==> src/rtl/pipe_stall_pkg.sv <==
// Shared types and constants for the ID-stage stall sequencer.
// Holds the FSM state encoding and default CGRA timeout.
package pipe_stall_pkg;

    localparam int REG_ADDR_W       = 5;
    localparam int CGRA_TIMEOUT_DEF = 1024;
    localparam int CNT_W_DEF        = 11;

    typedef enum logic [2:0] {
        IDLE,
        RUN,
        CG_START,
        CG_WAIT,
        CG_DONE
    } stall_state_e;

endpackage

==> src/rtl/lu_hazard_detect.sv <==
// Load-use hazard comparator between the EX load and the ID sources.
// Purely combinational so the forwarding unit can share it.
module lu_hazard_detect
    import pipe_stall_pkg::*;
(
    input  logic                  mem_read_i,
    input  logic [REG_ADDR_W-1:0] rd_i,
    input  logic [REG_ADDR_W-1:0] rs1_i,
    input  logic [REG_ADDR_W-1:0] rs2_i,
    input  logic                  uses_rs2_i,
    output logic                  hazard_o
);

    logic rd_nz;
    logic hit_rs1;
    logic hit_rs2;

    assign rd_nz    = (rd_i != '0);
    assign hit_rs1  = (rd_i == rs1_i);
    assign hit_rs2  = uses_rs2_i && (rd_i == rs2_i);
    assign hazard_o = mem_read_i && rd_nz && (hit_rs1 || hit_rs2);

endmodule

==> src/rtl/pipe_stall_ctrl.sv <==
// Stall/freeze sequencer: load-use bubbles and CGRA offload handshake.
// Optional perf counters are built when STALL_PERF_CNT_EN is defined.
module pipe_stall_ctrl
    import pipe_stall_pkg::*;
#(
    parameter int CGRA_TIMEOUT = CGRA_TIMEOUT_DEF,
    parameter int CNT_W        = CNT_W_DEF
) (
    input  logic                  clk_i,
    input  logic                  rst_i,
    input  logic                  start_i,
    input  logic                  IDEX_MemRead_i,
    input  logic [REG_ADDR_W-1:0] IDEX_Rd_i,
    input  logic [REG_ADDR_W-1:0] IFID_Rs1_i,
    input  logic [REG_ADDR_W-1:0] IFID_Rs2_i,
    input  logic                  ID_UsesRs2_i,
    input  logic                  cgra_req_i,
    input  logic                  flush_i,
    input  logic                  cgra_done_i,
    output logic                  Stall_o,
    output logic                  PCWrite_o,
    output logic                  IFIDWrite_o,
    output logic                  cgra_start_o,
    output logic                  cgra_busy_o,
    output logic                  timeout_o
`ifdef STALL_PERF_CNT_EN
    ,
    output logic [31:0]           stall_cycles_o,
    output logic [15:0]           cgra_ops_o
`endif
);

    localparam logic [CNT_W-1:0] CNT_LAST = CNT_W'(CGRA_TIMEOUT - 1);
    localparam logic [CNT_W-1:0] CNT_ONE  = CNT_W'(1);

    stall_state_e     state_q, state_d;
    logic [CNT_W-1:0] count_q, count_d;
    logic             timeout_q, timeout_d;

    logic lu;
    logic cg_issue;
    logic release_c;

    lu_hazard_detect u_lu (
        .mem_read_i (IDEX_MemRead_i),
        .rd_i       (IDEX_Rd_i),
        .rs1_i      (IFID_Rs1_i),
        .rs2_i      (IFID_Rs2_i),
        .uses_rs2_i (ID_UsesRs2_i),
        .hazard_o   (lu)
    );

    // a wrong-path CGRA opcode never launches; a load-use stall defers it
    assign cg_issue = !lu && cgra_req_i && !flush_i;

    // front end runs only on clean RUN cycles and the CG_DONE release cycle
    always_comb begin
        release_c = 1'b0;
        unique case (state_q)
            RUN:     release_c = !lu && !cg_issue;
            CG_DONE: release_c = 1'b1;
            default: release_c = 1'b0;
        endcase
    end

    assign Stall_o     = !release_c;
    assign PCWrite_o   = release_c;
    assign IFIDWrite_o = release_c;

    assign cgra_start_o = (state_q == CG_START);
    assign cgra_busy_o  = (state_q == CG_START) || (state_q == CG_WAIT);
    assign timeout_o    = timeout_q;

    // next-state, timeout counter and sticky timeout flag
    always_comb begin
        state_d   = state_q;
        count_d   = count_q;
        timeout_d = timeout_q;
        unique case (state_q)
            IDLE: begin
                if (start_i) state_d = RUN;
            end
            RUN: begin
                if (cg_issue) state_d = CG_START;
            end
            CG_START: begin
                count_d   = '0;
                timeout_d = 1'b0;
                state_d   = cgra_done_i ? CG_DONE : CG_WAIT;
            end
            CG_WAIT: begin
                count_d = count_q + CNT_ONE;
                if (cgra_done_i) begin
                    state_d = CG_DONE;
                end else if (count_q == CNT_LAST) begin
                    timeout_d = 1'b1;
                    state_d   = CG_DONE;
                end
            end
            CG_DONE: begin
                state_d = RUN;
            end
            default: begin
                state_d = IDLE;
            end
        endcase
    end

    // FSM state and counter registers
    always_ff @(posedge clk_i or posedge rst_i) begin
        if (rst_i) begin
            state_q   <= IDLE;
            count_q   <= '0;
            timeout_q <= 1'b0;
        end else begin
            state_q   <= state_d;
            count_q   <= count_d;
            timeout_q <= timeout_d;
        end
    end

`ifdef STALL_PERF_CNT_EN
    logic [31:0] stall_cycles_q, stall_cycles_d;
    logic [15:0] cgra_ops_q, cgra_ops_d;

    // saturating stall-cycle count and wrapping CGRA launch count
    always_comb begin
        stall_cycles_d = stall_cycles_q;
        cgra_ops_d     = cgra_ops_q;
        if (Stall_o && (state_q != IDLE) && (stall_cycles_q != '1)) begin
            stall_cycles_d = stall_cycles_q + 32'd1;
        end
        if (state_q == CG_START) begin
            cgra_ops_d = cgra_ops_q + 16'd1;
        end
    end

    // perf counter registers
    always_ff @(posedge clk_i or posedge rst_i) begin
        if (rst_i) begin
            stall_cycles_q <= '0;
            cgra_ops_q     <= '0;
        end else begin
            stall_cycles_q <= stall_cycles_d;
            cgra_ops_q     <= cgra_ops_d;
        end
    end

    assign stall_cycles_o = stall_cycles_q;
    assign cgra_ops_o     = cgra_ops_q;
`endif

endmodule

==> config.mk <==
export PLATFORM = sky130hd
export DESIGN_NAME = pipe_stall_ctrl
export DESIGN_NICKNAME = d
export VERILOG_FILES = /design/src/rtl/pipe_stall_pkg.sv /design/src/rtl/lu_hazard_detect.sv /design/src/rtl/pipe_stall_ctrl.sv
export SDC_FILE = /design/constraint.sdc
export NUM_CORES = 1
export LEC_CHECK = 0
export CORE_MARGIN = 2
export CORE_UTILIZATION = 42
export CTS_CLUSTER_DIAMETER = 100
export DETAILED_ROUTE_END_ITERATION = 10
export GPL_ROUTABILITY_DRIVEN = 0
export PLACE_DENSITY = 0.75
export REMOVE_ABC_BUFFERS = 1
export SETUP_SLACK_MARGIN = 0.5
export SLEW_MARGIN = 25
export SYNTH_ARGS = -nofsm -noshare
export SYNTH_HDL_FRONTEND = slang
export SYNTH_SLANG_ARGS = --single-unit
==> constraint.sdc <==
create_clock -name clk_i -period 2.7 [get_ports clk_i]
set_input_delay 0.81 -clock clk_i [delete_from_list [all_inputs] [get_ports clk_i]]
set_output_delay 0.81 -clock clk_i [all_outputs]
set_load 0.02 [all_outputs]
======== Yosys cells after proc, flatten, opt, wreduce, memory -nomap -nowiden ========
Cells that the tools add are included.
storage, ports and cells
  flip-flop bits (word level) ............. 15
  input port bits ......................... 23
  output and inout bits ................... 6
operators by class
  $add $sub $neg .......................... 1
  eq/ne operators ......................... 12
  multiplexer cells ....................... 11
  reduce and logical (&&, ||, !) cells .... 17
operators by type and width
  cell                     number
  $pmux W11 S2             1
  $mux W3                  5
  $pmux W3 S5              1
  $add A11 B1 Y11 const B  1
  $eq A11 B10 Y1 const B   1
  $eq A5 B5 Y1             2
  $eq A3 B2 Y1 const B     2
  $logic_and A1 B1 Y1      6
  $ne A2 B2 Y1 const B     3
  $reduce_and A3 Y1        2
  $reduce_bool A5 Y1       1
  $logic_not A1 Y1         4
  $pmux W1 S2              2
  $eq A3 B1 Y1 const B     1
  $eq A3 B3 Y1 const B     1
  $logic_not A3 Y1         1
  $ne A3 B2 Y1 const B     1
  $logic_or A1 B1 Y1       2
  $mux W1                  2
  $ne A2 B1 Y1 const B     1
  $reduce_bool A2 Y1       1

======== Depth between registers and ports, before layout ========
  depth after elaboration ................. 11
  gate-level depth with buffers ........... 6

======== By module ========
From an unflattened synthesis, not the netlist that was laid out.
second synthesis, totals
  cell total of the unflattened synthesis .. 108
  area, all modules ....................... 953.4 µm²
modules (own cells, without submodules)
  module            instances  cells each  area an instance (µm²)  sequential area each (µm²)
  pipe_stall_ctrl   1          91          820.8                   375.4
  lu_hazard_detect  1          17          132.6                   0.0

======== Worst setup path after synthesis ========
Ideal clock, no wire load.
  path kind ............................... input -> output
  start point ............................. input port IDEX_Rd_i[0]
  end point ............................... output port PCWrite_o
  data arrival time ....................... 2.073 ns
  data required time ...................... 1.890 ns
  setup slack ............................. -0.183 ns
  cell stages on the path ................. 5
  path through ............................ or4_1 -> o21a_1 -> o32ai_1 -> a21o_1 -> buf_4
on the way
  word-level cells in the longest chain between the ends .. 10
  elaborated cells on any way between the ends .. 13
  those cells by class .................... eq/ne (2); mux (1); reduce/logical (10)
RTL lines
  what                              RTL line                                      text
  start, declared                   pipe_stall_ctrl.sv:13                         input logic [REG_ADDR_W-1:0] IDEX_Rd_i,
  $eq A5 B5 Y1                      lu_hazard_detect.sv:20                        assign hit_rs2 = uses_rs2_i && (rd_i == rs2_i);
  $logic_and A1 B1 Y1               lu_hazard_detect.sv:20
  $logic_or A1 B1 Y1                lu_hazard_detect.sv:21                        assign hazard_o = mem_read_i && rd_nz && (hit_rs1 || hit_rs2);
  $logic_and A1 B1 Y1 *             lu_hazard_detect.sv:21
  $logic_not A1 Y1 *                pipe_stall_ctrl.sv:54, pipe_stall_ctrl.sv:60
  $logic_and A1 B1 Y1 (2 in a row)  pipe_stall_ctrl.sv:54                         assign cg_issue = !lu && cgra_req_i && !flush_i;
  $logic_not A1 Y1                  pipe_stall_ctrl.sv:60                         RUN: release_c = !lu && !cg_issue;
  $logic_and A1 B1 Y1 *             pipe_stall_ctrl.sv:60
  $pmux W1 S2 *                     pipe_stall_ctrl.sv:59                         unique case (state_q)
  end, declared                     pipe_stall_ctrl.sv:21                         output logic PCWrite_o,
Every way passes the cells marked *; elsewhere a longest branch is shown, timed or not.

======== Worst setup path in the final report ========
  start point ............................. input port IDEX_Rd_i[4]
  end point ............................... output port PCWrite_o
The elaborated chain is that of the path after synthesis.

==> summary.txt <==
Synth
  • Synth async-reset ratio: 1.00
  • EDFF count, synth: 0
  • Synthesized instance count: 114
  • Yosys warning count: 0
  • Synth cell types: 41
  • Register area share after synthesis: 0.366
  • Mapped Area: 1020 µm²
  • Syn_area_per_cell: 8.99 µm²
  • Count of state elements after synthesis: 15
  • Ys flop type: dfrtp_1

Min path
  • WHS Path Cells: 1
  • Worst hold path startpoint: count_q[4]$_DFFE_PP0P_
  • Hold Crit Class: reg -> reg
  • Hold endpoint: count_q[4]$_DFFE_PP0P_

CTS
  • Worst-path clk slew: 0.10 ns
  • Clock latency on the worst-skew pair: 0.28 ns
  • Clock Sinks: 15
  • CTS buffer count: 3
  • Deepest clock path buffer count: 2
  • Htree depth: 1
  • Clk root buf: clkbuf_4
  • CTS tree: yes

STA
  • Max frequency: 351 MHz
  • RSZ-0062 raised after global routing: yes
  • Clock Skews: 0.00862 ns
  • Max Slew Vio Count: 0
  • Min cycle time layout: 2.85 ns
  • Worst Setup Slack, final: -0.147 ns
  • Relative slew slack: 0.609
  • Hold Slack: 0.516 ns
  • Setup violations, final: 3
  • Final period utilization: 1.05
  • Final hold vios: 0
  • Worst-Margin Slew: 0.586 ns

Layout
  • Fin cells: 191
  • Nets@finish: 188
  • Layout cells sized above 1: 0.313
  • # diodes: 0
  • Filler Cell Count: 200
  • Area Overhead vs Synth: 55.6%

Worst setup path
  • Worst reg2reg endpoint: state_q[1]$_DFFE_PP0P_
  • FF-to-FF setup slack: 0.90 ns
  • CP max FO: 3
  • Worst r2r path cells: 7
  • Arrival time worst endpoint: 2.04 ns
  • Worst Setup SP: IDEX_Rd_i[4]
  • Worst Setup Start Kind: primary input
  • CP Class: in -> out
  • Req. time, crit path: 1.89 ns
  • Crit end category: output pin
  • Worst reg2reg startpoint: state_q[1]$_DFFE_PP0P_

Run status
  • Failing checks: negative setup slack
  • Status: finished, violations left

Detailed routing
  • Residual DRC: 0
  • Mean routed wirelength per cell: 14.1 µm
  • Routed Wire Length: 2690 µm
  • Final ANT Viol Nets: 0
  • First drt pass iteration count: 3
  • Via-to-Cell Ratio: 5.42
  • Total number of vias: 1035
  • DR iter-0 viols: 7

Power and ir drop
  • VDD IR-drop max: 0.000679 V
  • Leak: 0.000737 µW
  • PwrDens: 753 nW/µm²

Global routing
  • Pin count of the biggest net entering global routing: 16
  • GRT Util Overall: 0.196
  • GRT overflow: 0
  • Number of global-route vias before repair: 997
  • Wire length of the first global-routing pass: 4110 µm
  • Initial antenna violation count: 0

Place
  • Dpl hpwl: 1920 µm
  • Pre-CTS WS: -1.05 ns
  • DP Cell Count: 179
  • Port Buffers: 28

Die
  • Die width: 53.4 µm
  • Chip height: 53.4 µm
  • IO Pins: 29
  • Initial Util: 0.454
  • Core Area: 2250 µm²
  • Die area: 2850 µm²
  • Site Rows: 17

Run
  • Max-capacitance violation count: 0
[cells by family (layout without fill, tap and decap cells)]
logic type      Yosys count  in the layout  synth area share
fa+ha+maj                 1              1            0.0122
xor+xnor                 14             14             0.120
compound gates           26             26             0.200
mux                       1              1           0.00977
flops                    15             15             0.366
buf+inv                   9             58            0.0378
simple gates             48             48             0.254
[area by class of cell]
type | count | area [µm²] | area share
multi-input cells | 90 | 697 | 0.437
repair buffers | 48 | 437 | 0.274
flip-flops and latches | 15 | 375 | 0.235
well taps | 28 | 35.0 | 0.0220
clock buffers | 3 | 22.5 | 0.0141
inverters | 6 | 22.5 | 0.0141
clock inverters | 1 | 5.00 | 0.00314
[per-layer routing]
layer	up-vias	track usage	share of wire
met1	497	0.225	0.43
li1	509	-	-
met2	27	0.368	0.52
met5	-	0	0
met3	2	0.0254	0.042
met4	0	0.0641	0.0082
[worst max path at each step]
stage / end / slack [ns] / cells past startpoint
finish: PCWrite_o / -0.15 / 7
global route: PCWrite_o / -0.20 / 6
CTS: PCWrite_o / -0.16 / 6
detailed placement: PCWrite_o / -1.05 / 6
global placement: PCWrite_o / -1.02 / 6
floorplan: IFIDWrite_o / -0.11 / 4
[layout by cell type, fill, tap and decap left out, drive strengths merged, types with 2 or more instances in the layout]
cell type,instances
clkbuf,3
nand2,11
clkdlybuf4s15,4
dfrtp,15
xnor2,3
nor4,2
xor2,11
buf,30
o41ai,2
o21a,2
clkdlybuf4s50,7
or4,3
nor3,5
o21ai,9
nand3,6
a21oi,2
nor2,10
a21o,2
dlygate4sd2,6
a41oi,2
inv,6
[flip-flops by register name, indices dropped and copies added (netlist names)]
register   flops
count_q       11
state_q        3
timeout_o      1
[cell usage after synthesis (all sizes together), types with 2 or more instances]
cell type	count	area [µm²]
a21o	2	15.0
nor2	10	37.5
nand2	11	41.3
o41ai	2	17.5
dfrtp	15	375
xnor2	3	26.3
o21a	2	15.0
buf	2	12.5
a21oi	2	10.0
or4	3	22.5
nor4	2	12.5
xor2	11	96.3
nand3	6	30.0
inv	6	22.5
a41oi	2	17.5
o21ai	9	45.0
nor3	5	25.0
[power by group]
| group | internal (µW) | total [µW] | switching, µW |
|---|---|---|---|
| Clock | 54.9 | 130 | 75.0 |
| Combinational | 379 | 758 | 379 |
| Sequential | 270 | 313 | 43.5 |
| Total | 703 | 1200 | 498 |
[through the flow]
| stage | power, µW | cell area [µm²] | utilization | setup TNS, ns |
|---|---|---|---|---|
| 2_1_floorplan | 648 | 1010 | - | -0.211 |
| 5_1_grt | 1270 | 1590 | 0.707 | -0.535 |
| 3_3_place_gp | 910 | 1410 | 0.627 | -2.96 |
| 6_report | 1200 | 1590 | 0.707 | -0.421 |
| 4_1_cts | 1170 | 1550 | 0.687 | -0.419 |
| 3_5_place_dp | 924 | 1410 | 0.627 | -3.07 |
[critical path, stage by stage]
cell and delay [ns]:
buf_6 0.10, buf_6 0.11, xor2_2 0.17, nor4_2 0.31, a32oi_2 0.19, a21o_1 0.22, buf_6 0.13
[what timing repair did]
action,in CTS,in global routing
hold buffers,0,0
endpoints found under the hold margin,0,0
endpoints found under the setup margin,6,7
setup buffers,5,3
resized for setup,81,7
pin swaps,15,10
Power figures use the tool's default switching activity.
